<file path="config.mk">
export PLATFORM = sky130hd
export DESIGN_NAME = fetch_unit_param
export DESIGN_NICKNAME = d
export VERILOG_FILES = /design/src/rtl/fetch_pkg.sv /design/src/rtl/fetch_clk_en.sv /design/src/rtl/fetch_unit_param.sv
export SDC_FILE = /design/constraint.sdc
export NUM_CORES = 1
export LEC_CHECK = 0
export CAP_MARGIN = 20
export CORE_MARGIN = 2
export CORE_UTILIZATION = 50
export DETAILED_ROUTE_END_ITERATION = 10
export PLACE_DENSITY = 0.85
export SYNTH_ARGS = -nofsm -noshare
export SYNTH_HDL_FRONTEND = slang
export SYNTH_HIERARCHICAL = 1
export SYNTH_SLANG_ARGS = --single-unit
</file>
<file path="constraint.sdc">
create_clock -name clock1 -period 5.3 [get_ports clock1]
set_clock_uncertainty 0.1 [all_clocks]
set_input_delay 1.06 -clock clock1 [delete_from_list [all_inputs] [get_ports clock1]]
set_output_delay 1.06 -clock clock1 [all_outputs]
set_load 0.005 [all_outputs]
</file>
<file path="src/rtl/fetch_pkg.sv">
// Shared types and default constants for the parameterised fetch stage.
package fetch_pkg;

   localparam int          DEF_XLEN     = 32;
   localparam int          DEF_PC_STEP  = 4;
   localparam logic [31:0] DEF_RESET_PC = 32'h0000_0000;

   // Fetch FSM states; FAULT is terminal until reset.
   typedef enum logic [1:0] {
      ST_IDLE  = 2'd0,
      ST_REQ   = 2'd1,
      ST_HOLD  = 2'd2,
      ST_FAULT = 2'd3
   } fetch_state_e;

endpackage

</file>
<file path="src/rtl/fetch_clk_en.sv">
// Fetch-rate divider: a free-running 0..FETCH_DIV-1 counter that raises
// tick_o for one cycle per period. No derived clock is produced.
module fetch_clk_en #(
   parameter int FETCH_DIV = 4
) (
   input  logic clk_i,
   input  logic rst_i,
   output logic tick_o
);

   localparam int            CW   = (FETCH_DIV > 1) ? $clog2(FETCH_DIV) : 1;
   localparam logic [CW-1:0] LAST = CW'(FETCH_DIV - 1);

   logic [CW-1:0] cnt_q;
   logic [CW-1:0] cnt_d;

   // Next count: wrap to zero after the terminal value.
   always_comb begin
      cnt_d = (cnt_q == LAST) ? '0 : cnt_q + CW'(1);
   end

   // Counter register; with FETCH_DIV=1 it stays at zero and tick is constant.
   always_ff @(posedge clk_i or posedge rst_i) begin
      if (rst_i) cnt_q <= '0;
      else       cnt_q <= cnt_d;
   end

   assign tick_o = (cnt_q == LAST);

endmodule

</file>
<file path="src/rtl/fetch_unit_param.sv">
// Instruction-fetch stage: PC sequencing, redirect, imem req/ack handshake
// with timeout, and a valid/ready output toward decode.
//
// Handshakes: imem_req rises with imem_addr and both stay stable until
// imem_ack is seen at a clock edge (a request is never withdrawn, except by a
// timeout into FAULT). Toward decode, ir_out/npc_out are stable while
// ir_valid=1; the instruction is consumed on a clock edge where
// ir_valid && ir_ready, unless a redirect squashes it in the same cycle.
module fetch_unit_param
   import fetch_pkg::*;
#(
   parameter int               XLEN      = DEF_XLEN,
   parameter int               PC_STEP   = DEF_PC_STEP,
   parameter logic [XLEN-1:0]  RESET_PC  = XLEN'(DEF_RESET_PC),
   parameter int               FETCH_DIV = 4,
   parameter int               MAX_WAIT  = 15
) (
   input  logic            clock1,
   input  logic            reset1,
   input  logic            branch_en,
   input  logic            jump_en,
   input  logic [XLEN-1:0] target_pc,
   output logic            imem_req,
   output logic [XLEN-1:0] imem_addr,
   input  logic            imem_ack,
   input  logic [XLEN-1:0] imem_rdata,
   output logic [XLEN-1:0] ir_out,
   output logic [XLEN-1:0] npc_out,
   output logic            ir_valid,
   input  logic            ir_ready,
   output logic            fetch_fault
);

   localparam int            WW        = $clog2(MAX_WAIT + 1);
   localparam logic [WW-1:0] WAIT_LAST = WW'(MAX_WAIT - 1);

   fetch_state_e    state_q;
   logic [XLEN-1:0] pc_q;
   logic [XLEN-1:0] addr_q;
   logic            req_q;
   logic [XLEN-1:0] ir_q;
   logic [XLEN-1:0] npc_q;
   logic            valid_q;
   logic            fault_q;
   logic [WW-1:0]   wait_q;
   logic            drop_q;

   logic            tick;
   logic            redirect;
   logic [XLEN-1:0] pc_inc;

   fetch_clk_en #(
      .FETCH_DIV (FETCH_DIV)
   ) u_clk_en (
      .clk_i  (clock1),
      .rst_i  (reset1),
      .tick_o (tick)
   );

   // jump_en outranks branch_en, but both carry target_pc, so the merged
   // request is all the datapath needs.
   assign redirect = jump_en | branch_en;
   assign pc_inc   = pc_q + XLEN'(PC_STEP);

   // Fetch FSM and datapath registers; all outputs are registered here.
   always_ff @(posedge clock1 or posedge reset1) begin
      if (reset1) begin
         state_q <= ST_IDLE;
         pc_q    <= RESET_PC;
         addr_q  <= RESET_PC;
         req_q   <= 1'b0;
         ir_q    <= '0;
         npc_q   <= '0;
         valid_q <= 1'b0;
         fault_q <= 1'b0;
         wait_q  <= '0;
         drop_q  <= 1'b0;
      end else begin
         case (state_q)
            ST_IDLE: begin
               if (redirect) pc_q <= target_pc;
               if (tick) begin
                  state_q <= ST_REQ;
                  req_q   <= 1'b1;
                  addr_q  <= redirect ? target_pc : pc_q;
                  wait_q  <= '0;
               end
            end
            ST_REQ: begin
               if (redirect) pc_q <= target_pc;
               if (imem_ack) begin
                  req_q  <= 1'b0;
                  wait_q <= '0;
                  if (drop_q || redirect) begin
                     // Response belongs to a stale path; pc already redirected.
                     drop_q  <= 1'b0;
                     state_q <= ST_IDLE;
                  end else begin
                     ir_q    <= imem_rdata;
                     npc_q   <= pc_inc;
                     pc_q    <= pc_inc;
                     valid_q <= 1'b1;
                     state_q <= ST_HOLD;
                  end
               end else if (wait_q == WAIT_LAST) begin
                  req_q   <= 1'b0;
                  fault_q <= 1'b1;
                  state_q <= ST_FAULT;
               end else begin
                  wait_q <= wait_q + WW'(1);
                  if (redirect) drop_q <= 1'b1;
               end
            end
            ST_HOLD: begin
               if (redirect) begin
                  // Squash wins over a coincident decode handshake.
                  pc_q    <= target_pc;
                  valid_q <= 1'b0;
                  state_q <= ST_IDLE;
               end else if (ir_ready) begin
                  valid_q <= 1'b0;
                  if (tick) begin
                     state_q <= ST_REQ;
                     req_q   <= 1'b1;
                     addr_q  <= pc_q;
                     wait_q  <= '0;
                  end else begin
                     state_q <= ST_IDLE;
                  end
               end
            end
            ST_FAULT: begin
               // Frozen until reset1.
            end
            default: state_q <= ST_IDLE;
         endcase
      end
   end

   assign imem_req    = req_q;
   assign imem_addr   = addr_q;
   assign ir_out      = ir_q;
   assign npc_out     = npc_q;
   assign ir_valid    = valid_q;
   assign fetch_fault = fault_q;

endmodule

</file>
==> results of run 1 <==
## power by group through the flow
stage	logic, W	clock network (W)	registers, W
global placement	0.00164	0	0.00185
finish	0.00169	0.00121	0.00186
detailed placement	0.00168	0	0.00186
global route	0.00187	0.00127	0.00192
CTS	0.00170	0.00122	0.00185
floorplan	0.000762	0	0.00179
## metal layers
metal,part of all wire,vias up,track usage
met5,0,-,0
li1,-,2995,-
met2,0.46,311,0.393
met1,0.44,3006,0.363
met4,0.022,0,0.0970
met3,0.078,36,0.0465
## synthesized netlist by cell type, types with 14 or more instances
cell / count / area share
sky130_fd_sc_hd__a21oi_1: 21 / 0.015
sky130_fd_sc_hd__clkbuf_1: 43 / 0.023
sky130_fd_sc_hd__dfrtp_1: 140 / 0.50
sky130_fd_sc_hd__mux2i_1: 34 / 0.048
sky130_fd_sc_hd__nand2_1: 208 / 0.11
sky130_fd_sc_hd__nand3_1: 20 / 0.014
sky130_fd_sc_hd__nand4_1: 14 / 0.012
sky130_fd_sc_hd__nor2_1: 37 / 0.020
sky130_fd_sc_hd__o21ai_0: 80 / 0.057
sky130_fd_sc_hd__o22a_1: 18 / 0.022
sky130_fd_sc_hd__xor2_1: 15 / 0.019
## flip-flops by register name, summed over array words and instances, names as in the netlist
name / cells
imem_addr: 32
u_clk_en/cnt_q: 2
npc_out: 32
ir_valid: 1
wait_q: 4
state_q: 2
ir_out: 32
drop_q: 1
fetch_fault: 1
imem_req: 1
pc_q: 32
## layout by cell type, fill, tap and decap left out, types with 5 or more instances in the layout
master | netlist | layout
sky130_fd_sc_hd__mux2i_1 | 34 | 34
sky130_fd_sc_hd__dfrtp_1 | 140 | 140
sky130_fd_sc_hd__and3_1 | 8 | 8
sky130_fd_sc_hd__xnor2_1 | 13 | 13
sky130_fd_sc_hd__nand2b_1 | 6 | 5
sky130_fd_sc_hd__nand2_1 | 208 | 208
sky130_fd_sc_hd__xor2_1 | 15 | 15
sky130_fd_sc_hd__a31oi_1 | 7 | 7
sky130_fd_sc_hd__clkdlybuf4s50_1 | 0 | 168
sky130_fd_sc_hd__nand3_1 | 20 | 20
sky130_fd_sc_hd__a21oi_1 | 21 | 21
sky130_fd_sc_hd__nand4_1 | 14 | 14
sky130_fd_sc_hd__nor4_1 | 5 | 5
sky130_fd_sc_hd__inv_1 | 10 | 9
sky130_fd_sc_hd__nor3_1 | 13 | 13
sky130_fd_sc_hd__and4_1 | 7 | 7
sky130_fd_sc_hd__o22a_1 | 18 | 18
sky130_fd_sc_hd__ha_1 | 8 | 7
sky130_fd_sc_hd__clkbuf_8 | 0 | 5
sky130_fd_sc_hd__o21ai_0 | 80 | 79
sky130_fd_sc_hd__nor2_1 | 37 | 36
sky130_fd_sc_hd__buf_4 | 0 | 8
sky130_fd_sc_hd__clkbuf_16 | 0 | 17
## per-stage QoR
| stage | setup WS (ns) | hold WS [ns] | instance area (sq um) | std cells |
|---|---|---|---|---|
| final | 1.87 | 0.328 | 9420 | 1115 |
| after global routing | 1.72 | 0.352 | 9420 | 1115 |
| after CTS | 1.90 | 0.332 | 9420 | 1115 |
| after detailed placement | 1.45 | 0.325 | 8810 | 1083 |
| after global placement | 1.50 | 0.311 | 8810 | 1083 |
| after floorplan | 0.444 | 0.303 | 7060 | 785 |
## cell type report
class,count,area [sq um],area share
Clock inverter,9,109,0.0116
Tap cell,180,225,0.0239
Inverter,10,42.5,0.00452
Multi-Input combinational cell,577,3300,0.350
Sequential cell,140,3500,0.372
Timing Repair Buffer,176,1740,0.185
Clock buffer,23,498,0.0529
## final timing paths
kind | start | cells past startpoint | endpoint
worst min register to register | u_clk_en/cnt_q[0]$_DFF_PP0_ | 1 | u_clk_en/cnt_q[0]$_DFF_PP0_
min in group asynchronous | reset1 | 2 | u_clk_en/cnt_q[0]$_DFF_PP0_
worst min-delay path | u_clk_en/cnt_q[0]$_DFF_PP0_ | 1 | u_clk_en/cnt_q[0]$_DFF_PP0_
worst max-delay path | branch_en | 6 | npc_out[16]$_DFFE_PP0P_
worst max register to register | state_q[1]$_DFFE_PP0P_ | 7 | npc_out[16]$_DFFE_PP0P_
max in group asynchronous | reset1 | 3 | ir_out[8]$_DFFE_PP0P_
## cell families after synthesis
| group | synth area share |
|---|---|
| flip-flops | 0.497 |
| AND/OR/NAND/NOR | 0.227 |
| XOR/XNOR | 0.0348 |
| multiplexers | 0.0514 |
| adder cells (fa/ha/maj) | 0.0142 |
| AO/OA/AOI/OAI | 0.136 |
| buffers and inverters | 0.0403 |
==> load_flow_metrics.sql, run 1 <==
INSERT INTO impl_metrics (metric_group, metric, value, unit) VALUES
('status', 'status', 'complete, no violations', ''),
('layout', 'area_growth_syn_to_layout', '33.5', '%'),
('layout', 'n_antenna_cell', '0', ''),
('floorplan', 'placementRows', '43', ''),
('logic_synthesis', 'synthesis.area', '7060', 'sq um'),
('sta', 'setup_repair_after_global_routing_missed_its_margin', 'false', ''),
('pwr', 'p_clk_frac', '0.255', ''),
('layout', 'final_util', '0.681', ''),
('route', 'ant_nets', '0', ''),
('worst_hold_path', 'min-delay-path-class', 'flop to flop', ''),
('logic_synthesis', 'ys_seq_elements', '140', ''),
('pwr', 'power.switching_fraction', '0.325', ''),
('layout', 'fillers', '1033', ''),
('setup_path', 'critical_path_required', '5.48', 'ns'),
('logic_synthesis', 'syn_inst', '785', ''),
('route', 'route.detailed.wl_per_inst', '16.8', 'um'),
('sta', 'totalNegativeSetupSlack', '0', 'ns'),
('logic_synthesis', 'synth_ff_type', 'sky130_fd_sc_hd__dfrtp_1', ''),
('clock_network', 'clock_tree.htree_level_count', '4', ''),
('sta', 'worst_slew_pin_slew', '1.11', 'ns'),
('sta', 'finalSetupViolCount', '0', ''),
('logic_synthesis', 'number_of_flops_mapped_to_enable_cells_by_yosys', '0', ''),
('logic_synthesis', 'yosys_warnings', '6', ''),
('setup_path', 'cp_top_family', 'simple AND/OR/NAND/NOR gates', ''),
('floorplan', 'ioPinCount', '169', ''),
('route', 'number_of_remaining_drc_errors', '0', ''),
('setup_path', 'critical-path-max-stage-delay', '0.94', 'ns'),
('floorplan', 'start_util', '0.510', ''),
('floorplan', 'die_width', '123', 'um'),
('setup_path', 'timing.setup.critical_path_class', 'primary input to flop', ''),
('pwr', 'power_leakage', '4.05', 'nW'),
('sta', 'layout_min_cycle_time', '3.43', 'ns'),
('logic_synthesis', 'ys_types', '54', ''),
('setup_path', 'cp_num_buf_inv', '2', ''),
('sta', 'timing_max_transition_violations_final', '0', ''),
('pwr', 'switchingPower', '0.00155', 'W'),
('global_routing', 'antenna_found_initial', '0', ''),
('clock_network', 'cts_num_sinks', '140', ''),
('setup_path', 'cpMaxStageDelayCell', 'sky130_fd_sc_hd__or3_2', ''),
('global_routing', 'grt-ovfl-total', '0', ''),
('logic_synthesis', 'number_of_nets_produced_by_synthesis', '863', ''),
('clock_network', 'clkTransAtPathRegs', '0.06', 'ns'),
('setup_path', 'worstSetupStartpointType', 'primary input', ''),
('pwr', 'power.total', '0.00476', 'W'),
('setup_path', 'regToRegSetupSlack', '2.57', 'ns'),
('sta', 'finalHoldViolations', '0', ''),
('placed_design', 'finalWeightedCongestion', '0.880', ''),
('sta', 'min_period_over_period', '0.647', ''),
('floorplan', 'die_area', '15100', 'sq um'),
('logic_synthesis', 'ys_async_sr_fraction', '1.00', ''),
('setup_path', 'cp_data_arrival_time', '3.61', 'ns'),
('route', 'first_pass_iters', '5', ''),
('sta', 'timing.max_slew.rel_slack', '0.260', ''),
('floorplan', 'chipHeight', '123', 'um'),
('route', 'routed_wirelength', '18.7', 'mm'),
('pwr', 'cellPowerDensity', '505', 'nW/um^2'),
('global_routing', 'grt_start_max_net_pins', '87', ''),
('clock_network', 'cts_tree', 'built', ''),
('placed_design', 'buffer_ports.inserted', '168', ''),
('route', 'first_iter_violations', '574', ''),
('setup_path', 'critical_path.endpoint_type', 'flop', ''),
('pwr', 'pwr-share-comb', '0.355', ''),
('global_routing', 'grt_pass1_vias', '5880', ''),
('clock_network', 'clockRootBuffer', 'sky130_fd_sc_hd__clkbuf_16', ''),
('route', 'vias', '6348', ''),
('clock_network', 'post_cts_hold_buffer_count', '0', ''),
('clock_network', 'postCtsSetupBuffers', '0', ''),
('setup_path', 'cp_cell_sequence', 'clkdlybuf4s50_1 -> or2_2 -> or3_2 -> buf_4 -> nand2_1 -> o21ai_0', ''),
('global_routing', 'globalRouteTotalUtil', '0.257', ''),
('pwr', 'seq_power_share', '0.390', ''),
('pwr', 'power_report.internal_total', '0.00321', 'W');
No activity file was read; power rests on OpenSTA's default activity.
==> inputs of run 2 (changes only) <==
CORE_UTILIZATION = 45   (was 50)
PLACE_DENSITY = 0.81   (was 0.85)
clock period = 2.9 ns   (was 5.3 ns; I/O delays follow)
==> run 2 against run 1 <==
  * Via count rose by 0.71%
  * Sequential share of layout area fell by 0.97 points
  * Critical path type is now flop to flop
  * Clock-buffer cell count fell by 3
  * Total power rose by 84%
  * Final cell count rose by 4.5%
  * Largest cell class unchanged
==> load_flow_metrics.sql, run 2 (synthesized netlist as in run 1, its figures left out) <==
INSERT INTO impl_metrics (metric_group, metric, value, unit) VALUES
('pwr', 'power.switching_fraction', '0.327', ''),
('clock_network', 'post_cts_resized', '0', ''),
('pwr', 'power_leakage', '4.17', 'nW'),
('worst_hold_path', 'min-delay-path-class', 'primary input to asynchronous set/reset pin', ''),
('sta', 'whs', '0.290', 'ns'),
('floorplan', 'start_util', '0.462', ''),
('placed_design', 'buffer_ports.inserted', '168', ''),
('sta', 'totalNegativeSetupSlack', '0', 'ns'),
('clock_network', 'post_cts_hold_buffer_count', '0', ''),
('layout', 'area_growth_syn_to_layout', '37.1', '%'),
('floorplan', 'die_width', '129', 'um'),
('placed_design', 'finalWeightedCongestion', '0.960', ''),
('global_routing', 'globalRouteTotalUtil', '0.238', ''),
('clock_network', 'clk_path_buf_depth', '2', ''),
('sta', 'worst_slew_pin_slew', '0.673', 'ns'),
('sta', 'timing.max_slew.rel_slack', '0.551', ''),
('setup_path', 'critical-path-max-stage-delay', '0.61', 'ns'),
('route', 'route.detailed.wl_per_inst', '16.5', 'um'),
('clock_network', 'clock_tree.htree_level_count', '4', ''),
('clock_network', 'clockRootBuffer', 'sky130_fd_sc_hd__clkbuf_16', ''),
('setup_path', 'cpMaxStageDelayCell', 'sky130_fd_sc_hd__or4b_4', ''),
('clock_network', 'postCtsSetupBuffers', '0', ''),
('setup_path', 'worst_r2r_endpoint', 'pc_q[31]$_DFFE_PP0N_', ''),
('global_routing', 'grt_start_max_net_pins', '69', ''),
('sta', 'finalHoldViolations', '0', ''),
('layout', 'non_filler_instance_count_after_layout', '1165', ''),
('floorplan', 'ioPinCount', '169', ''),
('setup_path', 'timing.setup.critical_path_class', 'flop to flop', ''),
('layout', 'fillers', '1273', ''),
('clock_network', 'worstSkewPairLatency', '0.43', 'ns'),
('setup_path', 'regToRegSetupSlack', '0.45', 'ns'),
('route', 'first_pass_iters', '4', ''),
('layout', 'design.final.nets', '1019', ''),
('pwr', 'power_report.internal_total', '0.00588', 'W'),
('setup_path', 'cp_cell_sequence', 'inv_1 -> ha_1 -> or4b_4 -> a21o_4 -> or3_1 -> a211oi_1', ''),
('sta', 'layout_min_cycle_time', '2.45', 'ns'),
('pwr', 'irDropWorstVdd', '485', 'uV'),
('floorplan', 'chipHeight', '129', 'um'),
('route', 'routed_wirelength', '19.3', 'mm'),
('setup_path', 'maximum_fanout_along_the_worst_path', '10', ''),
('pwr', 'pwr-share-comb', '0.362', ''),
('layout', 'n_antenna_cell', '0', ''),
('floorplan', 'die_area', '16700', 'sq um'),
('floorplan', 'placementRows', '45', ''),
('pwr', 'cellPowerDensity', '903', 'nW/um^2'),
('sta', 'min_period_over_period', '0.846', ''),
('setup_path', 'cp_data_arrival_time', '2.69', 'ns'),
('route', 'vias', '6393', ''),
('pwr', 'switchingPower', '0.00285', 'W'),
('layout', 'commonest_non_fill_non_tap_cell_in_the_layout', 'sky130_fd_sc_hd__nand2_1', ''),
('setup_path', 'worst-r2r-cell-count', '6', ''),
('placed_design', 'place_inst', '1133', ''),
('global_routing', 'grt-ovfl-total', '0', ''),
('global_routing', 'antenna_found_initial', '0', ''),
('status', 'status', 'complete, no violations', ''),
('pwr', 'p_clk_frac', '0.250', ''),
('route', 'ant_nets', '0', ''),
('sta', 'finalSetupViolCount', '0', ''),
('sta', 'max_clk_rate', '408', 'MHz'),
('layout', 'share_of_layout_cells_above_drive_strength_1', '0.0839', ''),
('clock_network', 'cts_num_sinks', '140', ''),
('placed_design', 'dp.final_hpwl', '13.8', 'mm'),
('sta', 'timing_max_transition_violations_final', '0', ''),
('layout', 'final_cell_mix', 'sky130_fd_sc_hd__nand2_1 (208), sky130_fd_sc_hd__clkdlybuf4s50_1 (168), sky130_fd_sc_hd__dfrtp_1 (140)', ''),
('setup_path', 'worstSetupStartpointType', 'flop', ''),
('global_routing', 'grt_pass1_wl', '31.5', 'mm'),
('route', 'detail_route.vias_per_cell', '5.49', ''),
('route', 'number_of_remaining_drc_errors', '0', ''),
('clock_network', 'clkTransAtPathRegs', '0.06', 'ns'),
('sta', 'setup_repair_after_global_routing_missed_its_margin', 'false', ''),
('global_routing', 'grt_pass1_vias', '6119', ''),
('floorplan', 'coreArea', '15300', 'sq um'),
('clock_network', 'tritoncts.num_buffers', '17', ''),
('route', 'first_iter_violations', '475', ''),
('setup_path', 'crit-reg2reg-launch', 'state_q[0]$_DFFE_PP0P_', ''),
('setup_path', 'critical_path.endpoint_type', 'flop', ''),
('flow_run', 'maxCapViolCount', '0', ''),
('clock_network', 'cts_tree', 'built', ''),
('setup_path', 'critical_path_required', '3.13', 'ns'),
('pwr', 'seq_power_share', '0.388', '');
[run 2: stage by stage]
step | instance area, sq um | utilization | power [W] | setup slack (ns)
after floorplan | 7060 | - | 0.00467 | 0.499
after global routing | 9670 | 0.634 | 0.00932 | 0.320
after CTS | 9670 | 0.634 | 0.00879 | 0.440
final | 9670 | 0.634 | 0.00873 | 0.446
after global placement | 9070 | 0.594 | 0.00643 | 0.251
after detailed placement | 9070 | 0.594 | 0.00656 | 0.216
[run 2: worst max-delay path by stage]
stage / to / cells past startpoint / startpoint
CTS: pc_q[28]$_DFFE_PP0N_ / 7 / state_q[0]$_DFFE_PP0P_
detailed placement: pc_q[28]$_DFFE_PP0N_ / 6 / imem_ack
floorplan: drop_q$_DFFE_PP0P_ / 1 / reset1
global route: pc_q[29]$_DFFE_PP0N_ / 7 / state_q[0]$_DFFE_PP0P_
global placement: pc_q[31]$_DFFE_PP0N_ / 5 / imem_ack
finish: pc_q[31]$_DFFE_PP0N_ / 6 / state_q[0]$_DFFE_PP0P_
[run 2: routing by layer]
layer	up-vias	part of all wire	global-route usage
met5	-	0	0
met4	0	0.021	0.0786
met3	30	0.063	0.0409
met2	268	0.48	0.380
met1	3065	0.44	0.331
li1	3030	-	-
[run 2: final cells by class]
type / count / area (sq um) / share of cell area
Multi-Input combinational cell: 577 / 3300 / 0.341
Clock inverter: 12 / 138 / 0.0142
Tap cell: 211 / 264 / 0.0273
Timing Repair Buffer: 195 / 1960 / 0.203
Inverter: 10 / 41.3 / 0.00427
Clock buffer: 20 / 467 / 0.0482
Sequential cell: 140 / 3500 / 0.362
[run 2: critical path, delay by kind of cell (launching register included)]
kind                     cells  cell delay [ns]
adder cells (fa/ha/maj)      1             0.32
AND/OR/NAND/NOR              2             0.99
flip-flops                   1             0.38
buffers and inverters        1             0.09
AO/OA/AOI/OAI                2             0.49
[run 2: power by group through the flow]
| stage | sequential [W] | combinational, W | clock, W |
|---|---|---|---|
| finish | 0.00339 | 0.00316 | 0.00218 |
| global route | 0.00351 | 0.00349 | 0.00232 |
| CTS | 0.00338 | 0.00318 | 0.00223 |
| detailed placement | 0.00340 | 0.00316 | 0 |
| global placement | 0.00336 | 0.00307 | 0 |
| floorplan | 0.00327 | 0.00139 | 0 |
